===== src/rtl/mem_test_initiator.sv =====
// Self-test master for a single-port memory: writes pattern^addr to every word,
// reads each back, and reports pass/fail, error count and the first failing address.
module mem_test_initiator #(
  parameter int WIDTH      = 32,
  parameter int DEPTH      = 16,
  parameter int ADDRESS    = 4,
  parameter int RD_TIMEOUT = 8
) (
  input  logic               clk,
  input  logic               rst,
  input  logic               start,
  input  logic [WIDTH-1:0]   pattern,
  output logic               wr_en,
  output logic               rd_en,
  output logic [ADDRESS-1:0] address,
  output logic [WIDTH-1:0]   in_data,
  input  logic [WIDTH-1:0]   out_data,
  input  logic               valid_out,
  output logic               busy,
  output logic               done,
  output logic               pass,
  output logic [ADDRESS:0]   err_count,
  output logic [ADDRESS-1:0] first_err_addr,
  output logic               timeout_seen
);

  localparam int TW = (RD_TIMEOUT > 1) ? $clog2(RD_TIMEOUT) : 1;

  localparam logic [ADDRESS:0] CNT_ONE  = (ADDRESS+1)'(1);
  localparam logic [ADDRESS:0] CNT_LAST = (ADDRESS+1)'(DEPTH - 1);
  localparam logic [ADDRESS:0] CNT_END  = (ADDRESS+1)'(DEPTH);
  localparam logic [TW-1:0]    TMR_ONE  = TW'(1);
  localparam logic [TW-1:0]    TMR_LAST = TW'(RD_TIMEOUT - 1);

  typedef enum logic [2:0] {
    S_IDLE    = 3'd0,
    S_WRITE   = 3'd1,
    S_RD_REQ  = 3'd2,
    S_RD_WAIT = 3'd3,
    S_FIN     = 3'd4
  } state_t;

  state_t state;
  state_t state_nxt;

  logic [ADDRESS:0]   cnt;
  logic [ADDRESS:0]   cnt_nxt;
  logic [ADDRESS:0]   cnt_plus;
  logic [TW-1:0]      timer;
  logic [TW-1:0]      timer_nxt;
  logic [WIDTH-1:0]   pattern_q;
  logic [WIDTH-1:0]   pattern_nxt;
  logic               wr_en_nxt;
  logic               rd_en_nxt;
  logic [ADDRESS-1:0] address_nxt;
  logic [WIDTH-1:0]   in_data_nxt;
  logic               busy_nxt;
  logic               done_nxt;
  logic               pass_nxt;
  logic [ADDRESS:0]   err_nxt;
  logic [ADDRESS-1:0] first_nxt;
  logic               tos_nxt;
  logic               resolve;
  logic               is_err;

  function automatic logic [WIDTH-1:0] exp_data(input logic [WIDTH-1:0] base,
                                                input logic [ADDRESS-1:0] a);
    exp_data = base ^ {{(WIDTH-ADDRESS){1'b0}}, a};
  endfunction

  assign cnt_plus = cnt + CNT_ONE;

  // state register
  always_ff @(posedge clk) begin
    if (rst) begin
      state <= S_IDLE;
    end else begin
      state <= state_nxt;
    end
  end

  // next state and next value of every register; the bus command for the
  // following cycle is decided here, so a read response retires on the same
  // edge that launches the next read
  always_comb begin
    state_nxt   = state;
    cnt_nxt     = cnt;
    timer_nxt   = timer;
    pattern_nxt = pattern_q;
    wr_en_nxt   = 1'b0;
    rd_en_nxt   = 1'b0;
    address_nxt = address;
    in_data_nxt = in_data;
    busy_nxt    = busy;
    done_nxt    = 1'b0;
    pass_nxt    = pass;
    err_nxt     = err_count;
    first_nxt   = first_err_addr;
    tos_nxt     = timeout_seen;
    resolve     = 1'b0;
    is_err      = 1'b0;

    case (state)
      S_IDLE: begin
        if (start) begin
          pattern_nxt = pattern;
          err_nxt     = '0;
          first_nxt   = '0;
          pass_nxt    = 1'b0;
          tos_nxt     = 1'b0;
          busy_nxt    = 1'b1;
          cnt_nxt     = '0;
          state_nxt   = S_WRITE;
        end else begin
          state_nxt = S_IDLE;
        end
      end

      S_WRITE: begin
        if (cnt == CNT_END) begin
          rd_en_nxt   = 1'b1;
          address_nxt = '0;
          cnt_nxt     = '0;
          state_nxt   = S_RD_REQ;
        end else begin
          wr_en_nxt   = 1'b1;
          address_nxt = cnt[ADDRESS-1:0];
          in_data_nxt = exp_data(pattern_q, cnt[ADDRESS-1:0]);
          cnt_nxt     = cnt_plus;
        end
      end

      S_RD_REQ: begin
        timer_nxt = '0;
        state_nxt = S_RD_WAIT;
      end

      S_RD_WAIT: begin
        // a response in the final wait cycle still counts as data
        if (valid_out) begin
          resolve = 1'b1;
          is_err  = (out_data != exp_data(pattern_q, cnt[ADDRESS-1:0]));
        end else if (timer == TMR_LAST) begin
          resolve = 1'b1;
          is_err  = 1'b1;
          tos_nxt = 1'b1;
        end else begin
          timer_nxt = timer + TMR_ONE;
        end

        if (resolve && is_err) begin
          err_nxt = err_count + CNT_ONE;
          if (err_count == '0) begin
            first_nxt = cnt[ADDRESS-1:0];
          end else begin
            first_nxt = first_err_addr;
          end
        end else begin
          err_nxt = err_count;
        end

        if (resolve) begin
          if (cnt == CNT_LAST) begin
            state_nxt = S_FIN;
          end else begin
            cnt_nxt     = cnt_plus;
            rd_en_nxt   = 1'b1;
            address_nxt = cnt_plus[ADDRESS-1:0];
            state_nxt   = S_RD_REQ;
          end
        end else begin
          state_nxt = S_RD_WAIT;
        end
      end

      S_FIN: begin
        done_nxt  = 1'b1;
        pass_nxt  = (err_count == '0);
        busy_nxt  = 1'b0;
        state_nxt = S_IDLE;
      end

      default: begin
        state_nxt = S_IDLE;
      end
    endcase
  end

  // datapath and registered outputs
  always_ff @(posedge clk) begin
    if (rst) begin
      cnt            <= '0;
      timer          <= '0;
      pattern_q      <= '0;
      wr_en          <= 1'b0;
      rd_en          <= 1'b0;
      address        <= '0;
      in_data        <= '0;
      busy           <= 1'b0;
      done           <= 1'b0;
      pass           <= 1'b0;
      err_count      <= '0;
      first_err_addr <= '0;
      timeout_seen   <= 1'b0;
    end else begin
      cnt            <= cnt_nxt;
      timer          <= timer_nxt;
      pattern_q      <= pattern_nxt;
      wr_en          <= wr_en_nxt;
      rd_en          <= rd_en_nxt;
      address        <= address_nxt;
      in_data        <= in_data_nxt;
      busy           <= busy_nxt;
      done           <= done_nxt;
      pass           <= pass_nxt;
      err_count      <= err_nxt;
      first_err_addr <= first_nxt;
      timeout_seen   <= tos_nxt;
    end
  end

endmodule

===== config.mk =====
export PLATFORM = sky130hd
export DESIGN_NAME = mem_test_initiator
export DESIGN_NICKNAME = d
export VERILOG_FILES = /design/src/rtl/mem_test_initiator.sv
export SDC_FILE = /design/constraint.sdc
export NUM_CORES = 1
export LEC_CHECK = 0
export BUFFER_PORTS_ARGS = -buffer_cell sky130_fd_sc_hd__buf_2
export CAP_MARGIN = 20
export CELL_PAD_IN_SITES_DETAIL_PLACEMENT = 1
export CELL_PAD_IN_SITES_GLOBAL_PLACEMENT = 2
export CORE_MARGIN = 2
export CORE_UTILIZATION = 26
export DETAILED_ROUTE_END_ITERATION = 8
export PLACE_DENSITY = 0.74
export SKIP_CTS_REPAIR_TIMING = 1
export SLEW_MARGIN = 10
export SYNTH_ARGS = -nofsm -noshare
export SYNTH_HDL_FRONTEND = slang
export SYNTH_SLANG_ARGS = --single-unit

===== constraint.sdc =====
create_clock -name clk -period 2 [get_ports clk]
set_clock_uncertainty 0.05 [all_clocks]
set_input_delay 0.4 -clock clk [delete_from_list [all_inputs] [get_ports clk]]
set_output_delay 0.4 -clock clk [all_outputs]
set_load 0.01 [all_outputs]

Word level (Yosys, flattened, before mapping)
Index checks and enable logic that the tools add are counted.
- register bits after elaboration: 94
- latch bits: 0
- memory bits (writable): 0
- bits in read-only memories: 0
- input bits: 68
- output and inout bits: 51
- logic and storage cells: 96
- memories kept: 0
- $add $sub $neg: 3
- $mul: 0
- divide/modulo/power cells: 0
- order comparisons: 0
- equality and inequality tests: 17
- shift operators: 0
- muxes and demuxes: 41
- bitwise gates (word level): 3
- reductions and logical operators: 18
- operators by type and width (operator ; count):
    inequality test 32 bit ; 1
    bitwise XOR 32 x 4 -> 32 bit ; 1
    2-to-1 mux 5 bit ; 5
    2-to-1 mux 4 bit ; 6
    inequality test 2 bit, second input constant ; 9
    one-hot mux 4 bit (2 select lines) ; 2
    2-to-1 mux 1 bit ; 15
    2-to-1 mux 3 bit ; 5
    one-hot mux 5 bit (3 select lines) ; 1
    one-hot mux 3 bit (4 select lines) ; 1
    AND reduction 4 bit ; 3
    adder 5 x 1 -> 5 bit, second input constant ; 2
    one-hot mux 5 bit (2 select lines) ; 1
    AND reduction 3 bit ; 3
    one-hot mux 1 bit (2 select lines) ; 4
    nonzero test 2 bit ; 4
    equality test 3 x 2 -> 1 bit, second input constant ; 2
    equality test 3 bit, second input constant ; 2
    one-hot mux 3 bit (2 select lines) ; 1
    AND reduction 2 bit ; 3
    equality test 5 x 4 -> 1 bit, second input constant ; 1
    equality test 5 bit, second input constant ; 1
    zero test 5 bit ; 1
    adder 3 x 1 -> 3 bit, second input constant ; 1
    6 further kinds ; 7

Longest topological paths before layout
Gate-level depths: netlist (run 1).
- depth in word-level cells: 7
- mapped depth: 9
- gate-level depth less buffers: 9

Worst setup path after synthesis (run 1)
Ideal clock, no wire load.
- path kind: reg2reg
- from: register cnt[1]
- to: register cnt[3]
- arrival: 2073 ps
- slack: -193 ps
- cell stages (with the launch flop): 9
- clock period less this slack: 2193 ps
- cell sequence: dfxtp_1 ha_1 and3_2 ha_1 o21bai_1 a21oi_2 o21ai_1 or3_1 a21oi_1
- word-level cells in the longest chain between the ends: 4
- elaborated cells on any way between the ends: 9
- classes of those cells: add/sub: 1; eq/ne: 3; mux: 4; reduce/logical: 1
- ends and longest elaborated chain (item ; RTL line ; RTL):
    start: declaration ; 46 ; logic [ADDRESS:0] cnt;
    start signal: assignment ; 206 ; cnt <= cnt_nxt;
    adder 5 x 1 -> 5 bit ; 71 ; assign cnt_plus = cnt + CNT_ONE;
    2-to-1 mux 5 bit ; 163 ; if (cnt == CNT_LAST) begin
    2-to-1 mux 5 bit ; 162 ; if (resolve) begin
    one-hot mux 5 bit (3 select lines) ; 103 ; case (state)
Several ways; a longest one is shown, not always the timed one. The select of a mux whose other input is x is not followed.
A chain may end at the register's enable or synchronous reset.

Final worst setup path (run 1)
- from: register cnt[0]
- to: register cnt[3]
The elaborated chain is that of the path after synthesis.

==> out/results.ini, run 1 <==
[run_status]
status = complete, no violations

[setup_path]
crit_arrival_ns = 2.15
slowest_delay_ns = 0.37
crit_top_cell = ha_4
crit_type = reg2reg
crit_fanout = 5
worstPathRequired_ns = 2.24
cpMaxStageDelayCell = dfxtp_4
crit_family = simple AND/OR/NAND/NOR gates
cp-start-kind = flop
setup.worst_path.end_class = flop
crit_chain = ha_4 -> and3_4 -> ha_4 -> o21bai_4 -> a21oi_4 -> o21ai_2 -> or3_1 -> a21oi_2
path_buf_inv = 0

[sta]
fin_crit_ns = 1.91
finalWorstSetupSlack_ns = 0.0920
slew_headroom = 0.698
setup_viol_count_final = 0
hold_violations = 0
slew_violations = 0
fmax_ghz = 0.524
period_share = 0.954
tightest_slew_ns = 0.453
rsz0062_at_grt = false

[cells_and_area]
n_antenna_cell = 0
drive_gt1_frac = 0.308
nNetsFinal = 709
post-route-util = 0.363
area_growth_pct = 36.2
fin_cells = 850

[synthesis]
syn-cell-area_um2 = 4060
async_reset_ff_frac = 0
synth_edf_count = 0
synth_largest_area_cell = dfxtp_1
syn-num-nets = 574
post-synth-top-count-cell = nand2_1
synthTopCellsByCount = 128 x nand2_1, 94 x dfxtp_1, 68 x a21oi_1
ys.flop_type = dfxtp_1
synth.distinct_cells = 52
avgSynthCellArea_um2 = 8.14
yosys_register_bits = 94
postSynthCellCount = 499
synth_top_area_share = 0.463
ys_warn_count = 0
ys_seq_area_frac = 0.463
yosys-top-cells-area = dfxtp_1 46%, nand2_1 12%, a21oi_1 8.4%

[place]
pre_cts_slack_ns = -0.158
io_buffers = 118
dp_hpwl_mm = 10.1
dp_cells = 832
gp_congestion = 0.794

[floorplan]
die_w_um = 129
die_h_um = 129
core-area_um2 = 15300
initial_core_util = 0.266
row_count = 45
die-area_um2 = 16600
io-pin-count = 119

[clock_network]
numCtsBuffers = 9
cts.sinks = 94
insertion_delay_ns = 0.35
cts_tree = done
h-tree-depth = 3
cts_buffer_depth = 2
path_clk_slew_ns = 0.07
root_buffer = clkbuf_16

[global_route]
grt_util_all_layers = 0.166
grt_pass1_wl_mm = 21.1
antenna_found_initial = 1
grt_pass1_vias = 4054
overflow = 0
grt_max_degree = 35

[route]
drt_wl_total_mm = 13.4
drt_iter0_markers = 163
ant_nets = 0
drc = 0
viasPerCell = 4.60
first_pass_iters = 4
vias = 3911
wl_per_cell_um = 15.8

[power]
peakVddDrop_mv = 0.392
p_leak_nw = 2.27
power_density_nw_per_um2 = 896

[run]
maxCapViolations = 0

[worst_hold_path]
min_path_type = in2reg

## stage by stage
stage | power (mW) | TNS [ns] | instance area [um^2] | hold slack (ns)
floorplan | 2.64 | 0 | 4110 | 0.398
global placement | 3.04 | -0.513 | 5090 | 0.394
detailed placement | 3.06 | -0.874 | 5090 | 0.400
CTS | 5.02 | -0.323 | 5430 | 0.218
global route | 5.22 | 0 | 5540 | 0.227
finish | 4.96 | 0 | 5540 | 0.232
## report_power, final
group          switching [mW]  internal (mW)
Combinational           0.562          0.368
Clock                   0.763           1.17
Sequential              0.102           1.99
## worst min-delay path: cells and delay by family
| family | cells | cell delay [ns] |
|---|---|---|
| simple gates | 1 | 0.05 |
| compound gates | 1 | 0.05 |
| buf+inv | 1 | 0.10 |
## final cells by class
| type | count | area, um^2 |
|---|---|---|
| clock buffers | 12 | 256 |
| clock inverters | 4 | 77.6 |
| fillers | 1841 | 9720 |
| inverters | 7 | 26.3 |
| multi-input cells | 369 | 2160 |
| flip-flops and latches | 94 | 1890 |
| well taps | 211 | 264 |
| repair buffers | 153 | 860 |
## kinds of logic after synthesis
| group | after synthesis | synth area share |
|---|---|---|
| muxes | 1 | 0.00246 |
| DFF | 94 | 0.463 |
| buffers and inverters | 36 | 0.0376 |
| and+or+nand+nor | 219 | 0.244 |
| AOI/OAI and AO/OA | 105 | 0.151 |
| adders and majority gates | 7 | 0.0216 |
| xor gates and xnor gates | 37 | 0.0797 |
## final timing paths
path,from,end,slack (ns),cells past startpoint
setup reg to reg,cnt[0],cnt[3],0.09,8
hold / removal,pattern[26],pattern_q[26],0.23,3
setup / recovery,cnt[0],cnt[3],0.09,8
hold reg to reg,in_data[18],in_data[18],0.41,2
## flip-flops by register name, summed over array words and instances, names as in the netlist
register	flops
address	4
busy	1
cnt	5
done	1
err_count	5
first_err_addr	4
in_data	32
pass	1
pattern_q	32
rd_en	1
state	3
timeout_seen	1
timer	3
wr_en	1
## placed cells by master (no fill, tap or decap), drive strengths merged, types with 2 or more instances in the layout
cell     netlist  final
or3            4      4
nand3          5      5
a21oi         69     69
nand4         11     11
and3           3      3
a211oi         4      4
xnor2         26     26
nand2b         3      3
nor2          36     36
o41ai          2      2
inv            7      8
a22o           4      4
nand2        128    128
nor3           7      7
bufinv         0      2
xor2          11     11
a21boi         2      2
nor3b          3      3
nor4           7      7
dfxtp         94     94
a2bb2oi        3      3
ha             7      7
buf            5    153
o21ai         10     10
or2            3      3
clkbuf        24     12
a22oi          4      4
nand3b         2      2
## routing by layer
layer,share of wire,track usage,up-vias
li1,-,-,1956
met5,0.0012,0,-
met3,0.043,0.0380,16
met1,0.45,0.205,1863
met2,0.48,0.281,74
met4,0.019,0.0665,2
Power figures use the tool's default switching activity.
==> run 2: changes to the inputs <==
--- a/config.mk
+++ b/config.mk
@@ -9,6 +9,7 @@
 export CAP_MARGIN = 20
 export CELL_PAD_IN_SITES_DETAIL_PLACEMENT = 1
 export CELL_PAD_IN_SITES_GLOBAL_PLACEMENT = 2
+export CORE_ASPECT_RATIO = 2
 export CORE_MARGIN = 2
 export CORE_UTILIZATION = 26
 export DETAILED_ROUTE_END_ITERATION = 8
==> out/results.ini, run 2 (synthesis results as in run 1) <==
[setup_path]
regToRegSetupSlack_ns = -0.004
crit_fanout = 4
r2r-start = pattern_q[2]
worstPathRequired_ns = 2.18
crit_arrival_ns = 2.18
slowest_delay_ns = 0.40
cp-start-kind = flop
setup.worst_path.end_class = flop
crit_chain = xor2_2 -> xor2_1 -> nor4_1 -> buf_4 -> nand4_1 -> o211a_1 -> a22o_1
cpMaxStageDelayCell = dfxtp_1
crit_type = reg2reg
r2r_cells = 7
r2r_end = first_err_addr[3]

[run_status]
status = complete, but fails checks
violations = setup timing

[sta]
fmax_ghz = 0.499
period_share = 1.00
tightest_slew_ns = 0.460
finalWorstSetupSlack_ns = -0.00385
whs_ns = 0.250
setup_tns_ns = -0.00385
fin_crit_ns = 2.00
rsz0062_at_grt = true
setup_viol_count_final = 1
hold_violations = 0
slew_headroom = 0.693
slew_violations = 0

[worst_hold_path]
hold_depth = 3
min_path_type = in2reg
hold_end = pattern_q[13]
hold_path.startpoint = pattern[13]

[cells_and_area]
final_common_cell = nand2_1
area_growth_pct = 39.8
nNetsFinal = 720
top_regs = in_data: 32 flops, pattern_q: 32 flops
final_cell_mix = 128 x nand2_1, 118 x buf_2, 90 x dfxtp_1
drive_gt1_frac = 0.333

[floorplan]
die_h_um = 181
row_count = 64
die-area_um2 = 16700
initial_core_util = 0.266
io-pin-count = 119
die_w_um = 92.4
core-area_um2 = 15300

[clock_network]
insertion_delay_ns = 0.34
root_buffer = clkbuf_16
h-tree-depth = 3
path_clk_slew_ns = 0.07
numCtsBuffers = 9
cts_buffer_depth = 2
cts.sinks = 94
cts_tree = done

[global_route]
grt_pass1_wl_mm = 23.2
overflow = 0
use_met2 = 0.359
grt_util_all_layers = 0.182
grt_pass1_vias = 4407
grt_busiest_layer = met2
antenna_found_initial = 1
grt_max_degree = 43
use_met1 = 0.172
grt_use_met3 = 0.0254

[place]
gp_congestion = 0.891
io_buffers = 118
dp_hpwl_mm = 12.0

[power]
peakVddDrop_mv = 0.478
p_leak_nw = 2.34
power_density_nw_per_um2 = 878
p_total_mw = 4.99

[route]
first_pass_iters = 4
drt_wl_total_mm = 15.3
drc = 0
wl_per_cell_um = 18.0
viasPerCell = 4.78
vias = 4051
drt_iter0_markers = 145
ant_nets = 0

[run]
maxCapViolations = 0

run 2: routing by layer:
layer  vias up  share of wire
met5         -              0
met4         0          0.052
met3        29          0.032
met2        96           0.58
met1      1943           0.34
li1       1983              -
run 2: how the worst max path moves through the flow:
stage | startpoint | to | slack [ns] | cells past startpoint
floorplan | cnt[1] | cnt[3] | 0.02 | 8
global placement | out_data[18] | first_err_addr[0] | -0.23 | 8
detailed placement | out_data[18] | first_err_addr[3] | -0.29 | 8
CTS | err_count[1] | first_err_addr[3] | -0.17 | 8
global route | cnt[2] | first_err_addr[3] | -0.10 | 7
finish | pattern_q[2] | first_err_addr[3] | -0.004 | 7
run 2: area by class of cell:
| class | instances | area (um^2) |
|---|---|---|
| Antenna cell | 1 | 2.50 |
| Fill cell | 1855 | 9610 |
| Multi-Input combinational cell | 369 | 2220 |
| Inverter | 7 | 26.3 |
| Tap cell | 198 | 248 |
| Timing Repair Buffer | 164 | 981 |
| Sequential cell | 94 | 1890 |
| Clock inverter | 4 | 71.3 |
| Clock buffer | 10 | 239 |
run 2: where the power goes:
| part | internal (mW) | switching, mW |
|---|---|---|
| combinational | 0.449 | 0.608 |
| clock | 1.12 | 0.718 |
| sequential | 2.00 | 0.106 |
run 2: metrics by stage:
stage,area (um^2),utilization,std cells,setup slack (ns)
3_5_place_dp,5190,0.340,831,-0.286
6_report,5680,0.371,847,-0.00385
4_1_cts,5510,0.360,845,-0.171
3_3_place_gp,5190,0.340,831,-0.233
2_1_floorplan,4110,-,499,0.0177
5_1_grt,5680,0.371,847,-0.101
run 2: worst max-delay path: cells and delay by family, from the launching register on:
kind,cells,cell delay [ns]
buffers and inverters,1,0.16
flip-flops,1,0.40
AO/OA/AOI/OAI,2,0.45
AND/OR/NAND/NOR,2,0.47
XOR/XNOR,2,0.37
==> run 3: changes to the inputs <==
--- a/config.mk
+++ b/config.mk
@@ -14,6 +14,7 @@
 export CORE_UTILIZATION = 26
 export DETAILED_ROUTE_END_ITERATION = 8
 export PLACE_DENSITY = 0.74
+export RECOVER_POWER = 25
 export SKIP_CTS_REPAIR_TIMING = 1
 export SLEW_MARGIN = 10
 export SYNTH_ARGS = -nofsm -noshare
==> out/results.ini, run 3 (synthesis results as in run 1) <==
[floorplan]
core-area_um2 = 15300
io-pin-count = 119
die-area_um2 = 16700
die_h_um = 181
die_w_um = 92.4
row_count = 64
initial_core_util = 0.266

[global_route]
grt_util_all_layers = 0.182
overflow = 0
grt_max_degree = 43
antenna_found_initial = 1
grt_pass1_vias = 4407
grt_pass1_wl_mm = 23.2

[route]
viasPerCell = 4.79
ant_nets = 0
first_pass_iters = 4
vias = 4059
drt_iter0_markers = 138
drt_wl_total_mm = 15.3
wl_per_cell_um = 18.0
drc = 0

[sta]
fmax_ghz = 0.501
rsz0062_at_grt = true
slew_violations = 0
whs_ns = 0.251
setup_viol_count_final = 0
fin_crit_ns = 1.99
slew_headroom = 0.505
hold_violations = 0
tightest_slew_ns = 0.743
period_share = 0.997

[setup_path]
crit_arrival_ns = 2.17
r2r_cells = 7
cp-start-kind = flop
setup.worst_path.end_class = flop
worstPathRequired_ns = 2.18
regToRegSetupSlack_ns = 0.006
crit_fanout = 4
crit_type = reg2reg

[worst_hold_path]
hold_depth = 3
min_path_type = in2reg

[clock_network]
h-tree-depth = 3
root_buffer = clkbuf_16
insertion_delay_ns = 0.34
path_clk_slew_ns = 0.07
cts.sinks = 94
cts_tree = done
numCtsBuffers = 9
cts_buffer_depth = 2

[run_status]
status = complete, no violations

[power]
peakVddDrop_mv = 0.478
power_density_nw_per_um2 = 883
p_leak_nw = 2.20

[cells_and_area]
fin_area_um2 = 5640
final_common_cell = nand2_1
drive_gt1_frac = 0.282
area_growth_pct = 38.7
top_regs = in_data: 32 flops, pattern_q: 32 flops
fill_cells = 1867
post-route-util = 0.369
final_cell_mix = 128 x nand2_1, 90 x dfxtp_1, 85 x buf_2
nNetsFinal = 720

[place]
place_area_um2 = 5190
gp_congestion = 0.891
dp_hpwl_mm = 12.0
io_buffers = 118

[run]
maxCapViolations = 0

## run 3: cell types whose count changed in the layout (fill, tap and decap cells not counted)
cell      delta
buf_2       -33
buf_4        -1
clkbuf_1    +33
clkbuf_2     +1
## run 3: stage by stage
step                TNS, ns  cells  worst slack [ns]  power [mW]
global placement      -1.53    831            -0.233        3.14
floorplan                 0    499            0.0177        2.64
detailed placement    -2.07    831            -0.286        3.17
finish                    0    847           0.00590        4.98
CTS                   -1.25    845            -0.171        5.01
global route         -0.384    847            -0.101        5.22
## run 3: worst max-delay path, stage by stage, from the launching register on
cell	delay, ns
dfxtp_1	0.40
xor2_2	0.23
xor2_1	0.12
nor4_1	0.26
buf_4	0.16
nand4_1	0.21
o211a_1	0.24
a22o_1	0.21
## run 3: worst paths after layout
| path | start | to |
|---|---|---|
| max reg2reg | pattern_q[2] | first_err_addr[3] |
| min | pattern[13] | pattern_q[13] |
| min reg2reg | in_data[17] | in_data[17] |
| max | pattern_q[2] | first_err_addr[3] |
## run 3: area by class of cell
type	count	area, um^2	share of cell area
Timing Repair Buffer	164	937	0.166
Sequential cell	94	1890	0.336
Clock buffer	10	239	0.0424
Multi-Input combinational cell	369	2220	0.394
Inverter	7	26.3	0.00466
Antenna cell	1	2.50	0.000444
Clock inverter	4	71.3	0.0126
Tap cell	198	248	0.0439
## run 3: report_power, final
group | switching (mW) | leakage [nW] | internal [mW] | total [mW]
clock network | 0.717 | 0.155 | 1.12 | 1.83
registers | 0.107 | 0.767 | 2.00 | 2.10
logic | 0.609 | 1.28 | 0.437 | 1.05
total | 1.43 | 2.20 | 3.55 | 4.98
## run 3: metal layers
metal | global-route usage | vias up | part of all wire
li1 | - | 1984 | -
met1 | 0.172 | 1945 | 0.34
met2 | 0.359 | 103 | 0.58
met3 | 0.0254 | 27 | 0.033
met4 | 0.101 | 0 | 0.048
met5 | 0 | - | 0
